===== src/rtl/hpi_pkg.sv =====
// Shared types and constants for the CY7C67200 HPI bus sequencer.
// HPI_RR_ARB_EN selects round-robin arbitration in hpi_arbiter2.
package hpi_pkg;

    typedef enum logic [2:0] {
        IDLE    = 3'd0,
        SETUP   = 3'd1,
        STROBE  = 3'd2,
        HOLD    = 3'd3,
        RECOVER = 3'd4
    } hpi_state_t;

    // HPI register selects presented on OTG_ADDR
    localparam logic [1:0] HPI_DATA    = 2'd0;
    localparam logic [1:0] HPI_MAILBOX = 2'd1;
    localparam logic [1:0] HPI_ADDRESS = 2'd2;
    localparam logic [1:0] HPI_STATUS  = 2'd3;

    localparam logic REQ_NIOS    = 1'b0;
    localparam logic REQ_KEYPOLL = 1'b1;

    localparam int unsigned NUM_REQ = 2;
    localparam int unsigned DATA_W  = 16;
    localparam int unsigned ADDR_W  = 2;

    function automatic int unsigned hpi_max4(input int unsigned a, input int unsigned b,
                                             input int unsigned c, input int unsigned d);
        int unsigned m;
        m = a;
        if (b > m) m = b;
        if (c > m) m = c;
        if (d > m) m = d;
        return m;
    endfunction

endpackage


===== src/rtl/hpi_arbiter2.sv =====
// Two-requester grant logic: fixed priority by default, round-robin
// when HPI_RR_ARB_EN is defined.
module hpi_arbiter2
    import hpi_pkg::*;
(
`ifdef HPI_RR_ARB_EN
    input  logic       Clk,
    input  logic       Reset,
    input  logic       accept,
`endif
    input  logic [1:0] req,
    output logic [1:0] grant,
    output logic       grant_idx
);

`ifdef HPI_RR_ARB_EN
    logic last_gnt;

    // On a tie the requester that did not win last time is served
    always_comb begin
        grant_idx = REQ_NIOS;
        if (req == 2'b11)
            grant_idx = ~last_gnt;
        else
            grant_idx = req[1] & ~req[0];
        grant = (req == 2'b00) ? 2'b00 : 2'(2'b01 << grant_idx);
    end

    always_ff @(posedge Clk or posedge Reset) begin
        if (Reset)
            last_gnt <= REQ_KEYPOLL;
        else if (accept)
            last_gnt <= grant_idx;
    end
`else
    always_comb begin
        grant_idx = req[1] & ~req[0];
        grant     = {req[1] & ~req[0], req[0]};
    end
`endif

endmodule


===== src/rtl/hpi_bus_sequencer.sv =====
// Owns the CY7C67200 HPI pins and turns each granted request into a timed
// setup/strobe/hold/recovery access. Optional macro: HPI_RR_ARB_EN.
module hpi_bus_sequencer
    import hpi_pkg::*;
#(
    parameter int unsigned SETUP_CYC    = 1,
    parameter int unsigned STROBE_CYC   = 4,
    parameter int unsigned HOLD_CYC     = 1,
    parameter int unsigned RECOVERY_CYC = 2
) (
    input  logic                            Clk,
    input  logic                            Reset,
    input  logic [NUM_REQ-1:0]              req_valid,
    output logic [NUM_REQ-1:0]              req_ready,
    input  logic [NUM_REQ-1:0]              req_write,
    input  logic [NUM_REQ-1:0][ADDR_W-1:0]  req_addr,
    input  logic [NUM_REQ-1:0][DATA_W-1:0]  req_wdata,
    output logic [NUM_REQ-1:0]              rsp_valid,
    output logic [DATA_W-1:0]               rsp_rdata,
    output logic                            busy,
    output logic [ADDR_W-1:0]               OTG_ADDR,
    output logic                            OTG_CS_N,
    output logic                            OTG_RD_N,
    output logic                            OTG_WR_N,
    output logic [DATA_W-1:0]               OTG_DATA_OUT,
    output logic                            OTG_DATA_OE,
    input  logic [DATA_W-1:0]               OTG_DATA_IN
);

    localparam int unsigned MAX_CYC = hpi_max4(SETUP_CYC, STROBE_CYC, HOLD_CYC, RECOVERY_CYC);
    localparam int unsigned CNT_W   = $clog2(MAX_CYC + 1);

    hpi_state_t       state;
    logic [CNT_W-1:0] cnt;
    logic             owner;
    logic             cur_write;
    logic [1:0]       grant;
    logic             grant_idx;
    logic             idle_c;
    logic             accept;

    // Ready is forced low while Reset is asserted so it matches its reset value
    assign idle_c    = (state == IDLE) && !Reset;
    assign accept    = idle_c && (req_valid != '0);
    assign req_ready = grant & {NUM_REQ{idle_c}};

    hpi_arbiter2 u_arb (
`ifdef HPI_RR_ARB_EN
        .Clk       (Clk),
        .Reset     (Reset),
        .accept    (accept),
`endif
        .req       (req_valid),
        .grant     (grant),
        .grant_idx (grant_idx)
    );

    // State, counter and pin registers; each transition loads the next
    // state's pin values so the pins change exactly on state entry.
    always_ff @(posedge Clk or posedge Reset) begin
        if (Reset) begin
            state        <= IDLE;
            cnt          <= '0;
            owner        <= REQ_NIOS;
            cur_write    <= 1'b0;
            busy         <= 1'b0;
            rsp_valid    <= '0;
            rsp_rdata    <= '0;
            OTG_ADDR     <= '0;
            OTG_CS_N     <= 1'b1;
            OTG_RD_N     <= 1'b1;
            OTG_WR_N     <= 1'b1;
            OTG_DATA_OUT <= '0;
            OTG_DATA_OE  <= 1'b0;
        end else begin
            rsp_valid <= '0;
            case (state)
                IDLE: begin
                    if (accept) begin
                        state        <= SETUP;
                        cnt          <= CNT_W'(SETUP_CYC);
                        owner        <= grant_idx;
                        cur_write    <= req_write[grant_idx];
                        busy         <= 1'b1;
                        OTG_CS_N     <= 1'b0;
                        OTG_ADDR     <= req_addr[grant_idx];
                        OTG_DATA_OUT <= req_wdata[grant_idx];
                        OTG_DATA_OE  <= req_write[grant_idx];
                    end
                end
                SETUP: begin
                    if (cnt == CNT_W'(1)) begin
                        state    <= STROBE;
                        cnt      <= CNT_W'(STROBE_CYC);
                        OTG_RD_N <= cur_write;
                        OTG_WR_N <= ~cur_write;
                    end else begin
                        cnt <= cnt - CNT_W'(1);
                    end
                end
                STROBE: begin
                    if (cnt == CNT_W'(1)) begin
                        if (!cur_write)
                            rsp_rdata <= OTG_DATA_IN;
                        state    <= HOLD;
                        cnt      <= CNT_W'(HOLD_CYC);
                        OTG_RD_N <= 1'b1;
                        OTG_WR_N <= 1'b1;
                    end else begin
                        cnt <= cnt - CNT_W'(1);
                    end
                end
                HOLD: begin
                    if (cnt == CNT_W'(1)) begin
                        state            <= RECOVER;
                        cnt              <= CNT_W'(RECOVERY_CYC);
                        OTG_CS_N         <= 1'b1;
                        OTG_DATA_OE      <= 1'b0;
                        rsp_valid[owner] <= 1'b1;
                    end else begin
                        cnt <= cnt - CNT_W'(1);
                    end
                end
                RECOVER: begin
                    if (cnt == CNT_W'(1)) begin
                        state <= IDLE;
                        cnt   <= '0;
                        busy  <= 1'b0;
                    end else begin
                        cnt <= cnt - CNT_W'(1);
                    end
                end
                default: begin
                    state       <= IDLE;
                    cnt         <= '0;
                    busy        <= 1'b0;
                    OTG_CS_N    <= 1'b1;
                    OTG_RD_N    <= 1'b1;
                    OTG_WR_N    <= 1'b1;
                    OTG_DATA_OE <= 1'b0;
                end
            endcase
        end
    end

endmodule


===== config.mk =====
export PLATFORM = sky130hd
export DESIGN_NAME = hpi_bus_sequencer
export DESIGN_NICKNAME = d
export VERILOG_FILES = /design/src/rtl/hpi_pkg.sv /design/src/rtl/hpi_arbiter2.sv /design/src/rtl/hpi_bus_sequencer.sv
export SDC_FILE = /design/constraint.sdc
export NUM_CORES = 1
export LEC_CHECK = 0
export ABC_AREA = 1
export CORE_MARGIN = 10
export CORE_UTILIZATION = 42
export CTS_CLUSTER_DIAMETER = 120
export DETAILED_ROUTE_END_ITERATION = 10
export PLACE_DENSITY = 0.8
export RECOVER_POWER = 100
export SLEW_MARGIN = 0
export SYNTH_ARGS = -nofsm -noshare
export SYNTH_HDL_FRONTEND = slang
export SYNTH_SLANG_ARGS = --single-unit

===== constraint.sdc =====
create_clock -name Clk -period 2.41 [get_ports Clk]
set_input_delay 0.482 -clock Clk [delete_from_list [all_inputs] [get_ports Clk]]
set_output_delay 0.482 -clock Clk [all_outputs]
set_load 0.005 [all_outputs]

==> flow_metrics.env, run 1 <==
export IMPL_reg2regPathDepth=6
export IMPL_grt_util_all_layers_pct=14.22
export IMPL_rsz0062_at_grt="no"
export IMPL_hp_class="flop to flop"
export IMPL_cts_buffer_depth=2
export IMPL_ys_top_cells_by_area="dfrtp_1 49%, nand2_1 23%, nand3_1 6.1%"
export IMPL_holdWs_ns=0.4654
export IMPL_dieArea_sq_um=9039
export IMPL_slew_violations=0
export IMPL_synth_simple_area_share_pct=32.88
export IMPL_cap_viol_max_count=0
export IMPL_avgSynthCellArea_sq_um=7.661
export IMPL_syn_nets=369
export IMPL_first_global_vias=2246
export IMPL_p_per_area_nw_per_um2=1049
export IMPL_routed_via_density=4.699
export IMPL_multi_input_area_sq_um=934.6
export IMPL_yosys_area_top_type="dfrtp_1"
export IMPL_regArea_sq_um=1231
export IMPL_syn_to_final_growth_pct=50.00
export IMPL_antenna_left=0
export IMPL_drc=0
export IMPL_synth_cell_types=25
export IMPL_cp_data_required_time_ns=1.93
export IMPL_grt_pass1_wl_mm=10.47
export IMPL_fin_ws_ns=0.1228
export IMPL_yosysSeqAreaShare_pct=51.96
export IMPL_period_needed_ns=2.287
export IMPL_max_freq_mhz=437.2
export IMPL_synthAdderAreaFrac_pct=1.057
export IMPL_synth_seq_cells=49
export IMPL_fin_crit_sh_pct=94.91
export IMPL_start_util_pct=43.26
export IMPL_grt_ovfl_total=0
export IMPL_fin_skew_ns=0.008887
export IMPL_dp_hpwl_mm=4.967
export IMPL_cts_max_level=2
export IMPL_drtIter0Drc=92
export IMPL_gp_congestion=0.7853
export IMPL_final_nets=472
export IMPL_die_width_microns=95.08
export IMPL_synth_xor_area_share_pct=0
export IMPL_synthCells=309
export IMPL_place_ws_ns=0.1978
export IMPL_coreArea_sq_um=5473
export IMPL_setup_viol=0
export IMPL_status="finished clean"
export IMPL_synthMuxAreaShare_pct=0
export IMPL_drt_wl_total_mm=6.445
export IMPL_cts_buffers=5
export IMPL_fin_setup_tns_ns=0
export IMPL_tritoncts="yes"
export IMPL_grt_antenna_before_repair=0
export IMPL_root_buffer="clkbuf_8"
export IMPL_port_buffers=100
export IMPL_num_fill_cells=497
export IMPL_critPathMaxFanout=5
export IMPL_end_kind="primary output"
export IMPL_yosysWarnings=0
export IMPL_hold_viol=0
export IMPL_cellLeakagePower_nw=1.869
export IMPL_max_slew_margin_pct=21.53
export IMPL_crit_type="flop to primary output"
export IMPL_synth_top_area_share_pct=48.63
export IMPL_rows=27
export IMPL_tightest_slew_ns=1.177
export IMPL_diodes=0
export IMPL_cts_sinks=49
export IMPL_holdPathStages=2
export IMPL_synth_compound_area_share_pct=6.237
export IMPL_clkTransAtPathRegs_ns=0.09
export IMPL_num_io_pins=101
export IMPL_synth_area_sq_um=2367
export IMPL_dieHeight_microns=95.08
export IMPL_vias=2279
export IMPL_layout_drive_gt1_share_pct=6.053
export IMPL_synth_top_family_by_area="simple AND/OR/NAND/NOR gates"
export IMPL_insertion_delay_ns=0.29
export IMPL_critPathLaunchType="flop"
export IMPL_grt_max_degree=50
export IMPL_first_pass_iters=4
export IMPL_ir_worst_vdd_uv=415.8
export IMPL_wl_per_cell_microns=13.29
export IMPL_arrival_ns=1.81
[cells by family (layout without fill, tap and decap cells)]
| family | after synthesis | count (layout) |
|---|---|---|
| adders and majority gates | 2 | 2 |
| AOI/OAI and AO/OA | 28 | 28 |
| DFF | 49 | 49 |
| and+or+nand+nor | 186 | 186 |
| buffers and inverters | 44 | 148 |
[through the flow]
stage	utilization (%)	instance area, sq um	total power, W	instances
after floorplan	-	2367	0.002310	309
after global placement	62.85	3440	0.003216	475
after detailed placement	62.85	3440	0.003287	475
final	64.88	3551	0.003724	485
after CTS	64.97	3556	0.003908	483
after global routing	64.88	3551	0.004070	485
[power breakdown]
group	internal [W]	switching, W
sequential	0.00122	0.000222
combinational	0.000836	0.000849
clock	0.000338	0.000257
[registers in the layout, summed over array words and instances (netlist names)]
signal        flops
rsp_valid         2
cur_write         1
OTG_WR_N          1
owner             1
OTG_DATA_OUT     16
cnt               3
OTG_RD_N          1
rsp_rdata        16
OTG_DATA_OE       1
OTG_ADDR          2
OTG_CS_N          1
state             3
busy              1
[synth_stat cells (all sizes together)]
master and instances:
nand2 146, a21boi 1, nor2 9, nand3 30, dfstp 3, a21oi 1
inv 32, o21ai 25, clkbuf 5, a31oi 1, dfrtp 46, nand4 1
ha 2, buf 7
[area by class of cell]
type	instances	area share (%)
multi-input combinational	216	26.32
inverter	32	3.453
clock buffer	7	2.431
clock inverter	1	0.8457
tap	72	2.537
timing repair buffer	108	29.74
sequential	49	34.67
[path summary, 6_finish.rpt]
| check | startpoint | to | slack (ns) |
|---|---|---|---|
| worst max register to register | cnt[1] | rsp_rdata[1] | 0.37 |
| worst min-delay path | OTG_RD_N | OTG_RD_N | 0.47 |
| min in group asynchronous | Reset | cur_write | 0.99 |
| max in group asynchronous | Reset | state[1] | 0.64 |
| worst min register to register | OTG_RD_N | OTG_RD_N | 0.47 |
| worst max-delay path | state[1] | req_ready[1] | 0.12 |
[critical path, stage by stage, from the launching register on]
cell and delay, ns:
dfrtp_2 0.46, inv_2 0.10, nand2_2 0.13, nor2_8 0.12
nand2_1 0.09, nor2_1 0.10, clkdlybuf4s50_1 0.51
[metal layers]
layer / global-route usage (%) / share of wire, % / wire, microns / up-vias
met5: 0 / 0 / 0 / -
li1: - / - / - / 1161
met2: 22.73 / 47 / 3037 / 87
met4: 3.242 / 1.2 / 76 / 0
met1: 16.34 / 40 / 2601 / 1025
met3: 7.855 / 11 / 729 / 6
[cell usage in the layout (no fill, tap or decap), drive strengths merged]
cell and instances:
clkbuf 9, a31oi 1, buf 6, nand2 146, nor2 9, ha 2
inv 32, dfstp 3, o21ai 25, clkdlybuf4s50 59, a21oi 1, nand4 1
nand3 30, a21boi 1, bufinv 1, dfrtp 46, dlygate4sd3 41
[repair_timing]
item	in CTS	in global routing
buffers inserted	0	2
resized for setup	0	2
hold buffers	0	0
setup endpoints to repair	0	2
Note: power is estimated with default switching activity, not from simulation.
==> inputs of run 2 (changes only) <==
Settings changed: CAP_MARGIN set to 20.
==> results of run 2 <==
The final DEF is identical to that of run 1; final timing and power are the same.
==> inputs of run 3 (changes only) <==
Settings changed: CTS_CLUSTER_SIZE set to 24.
==> results of run 3 <==
The final DEF is identical to that of run 1; final timing and power are the same.
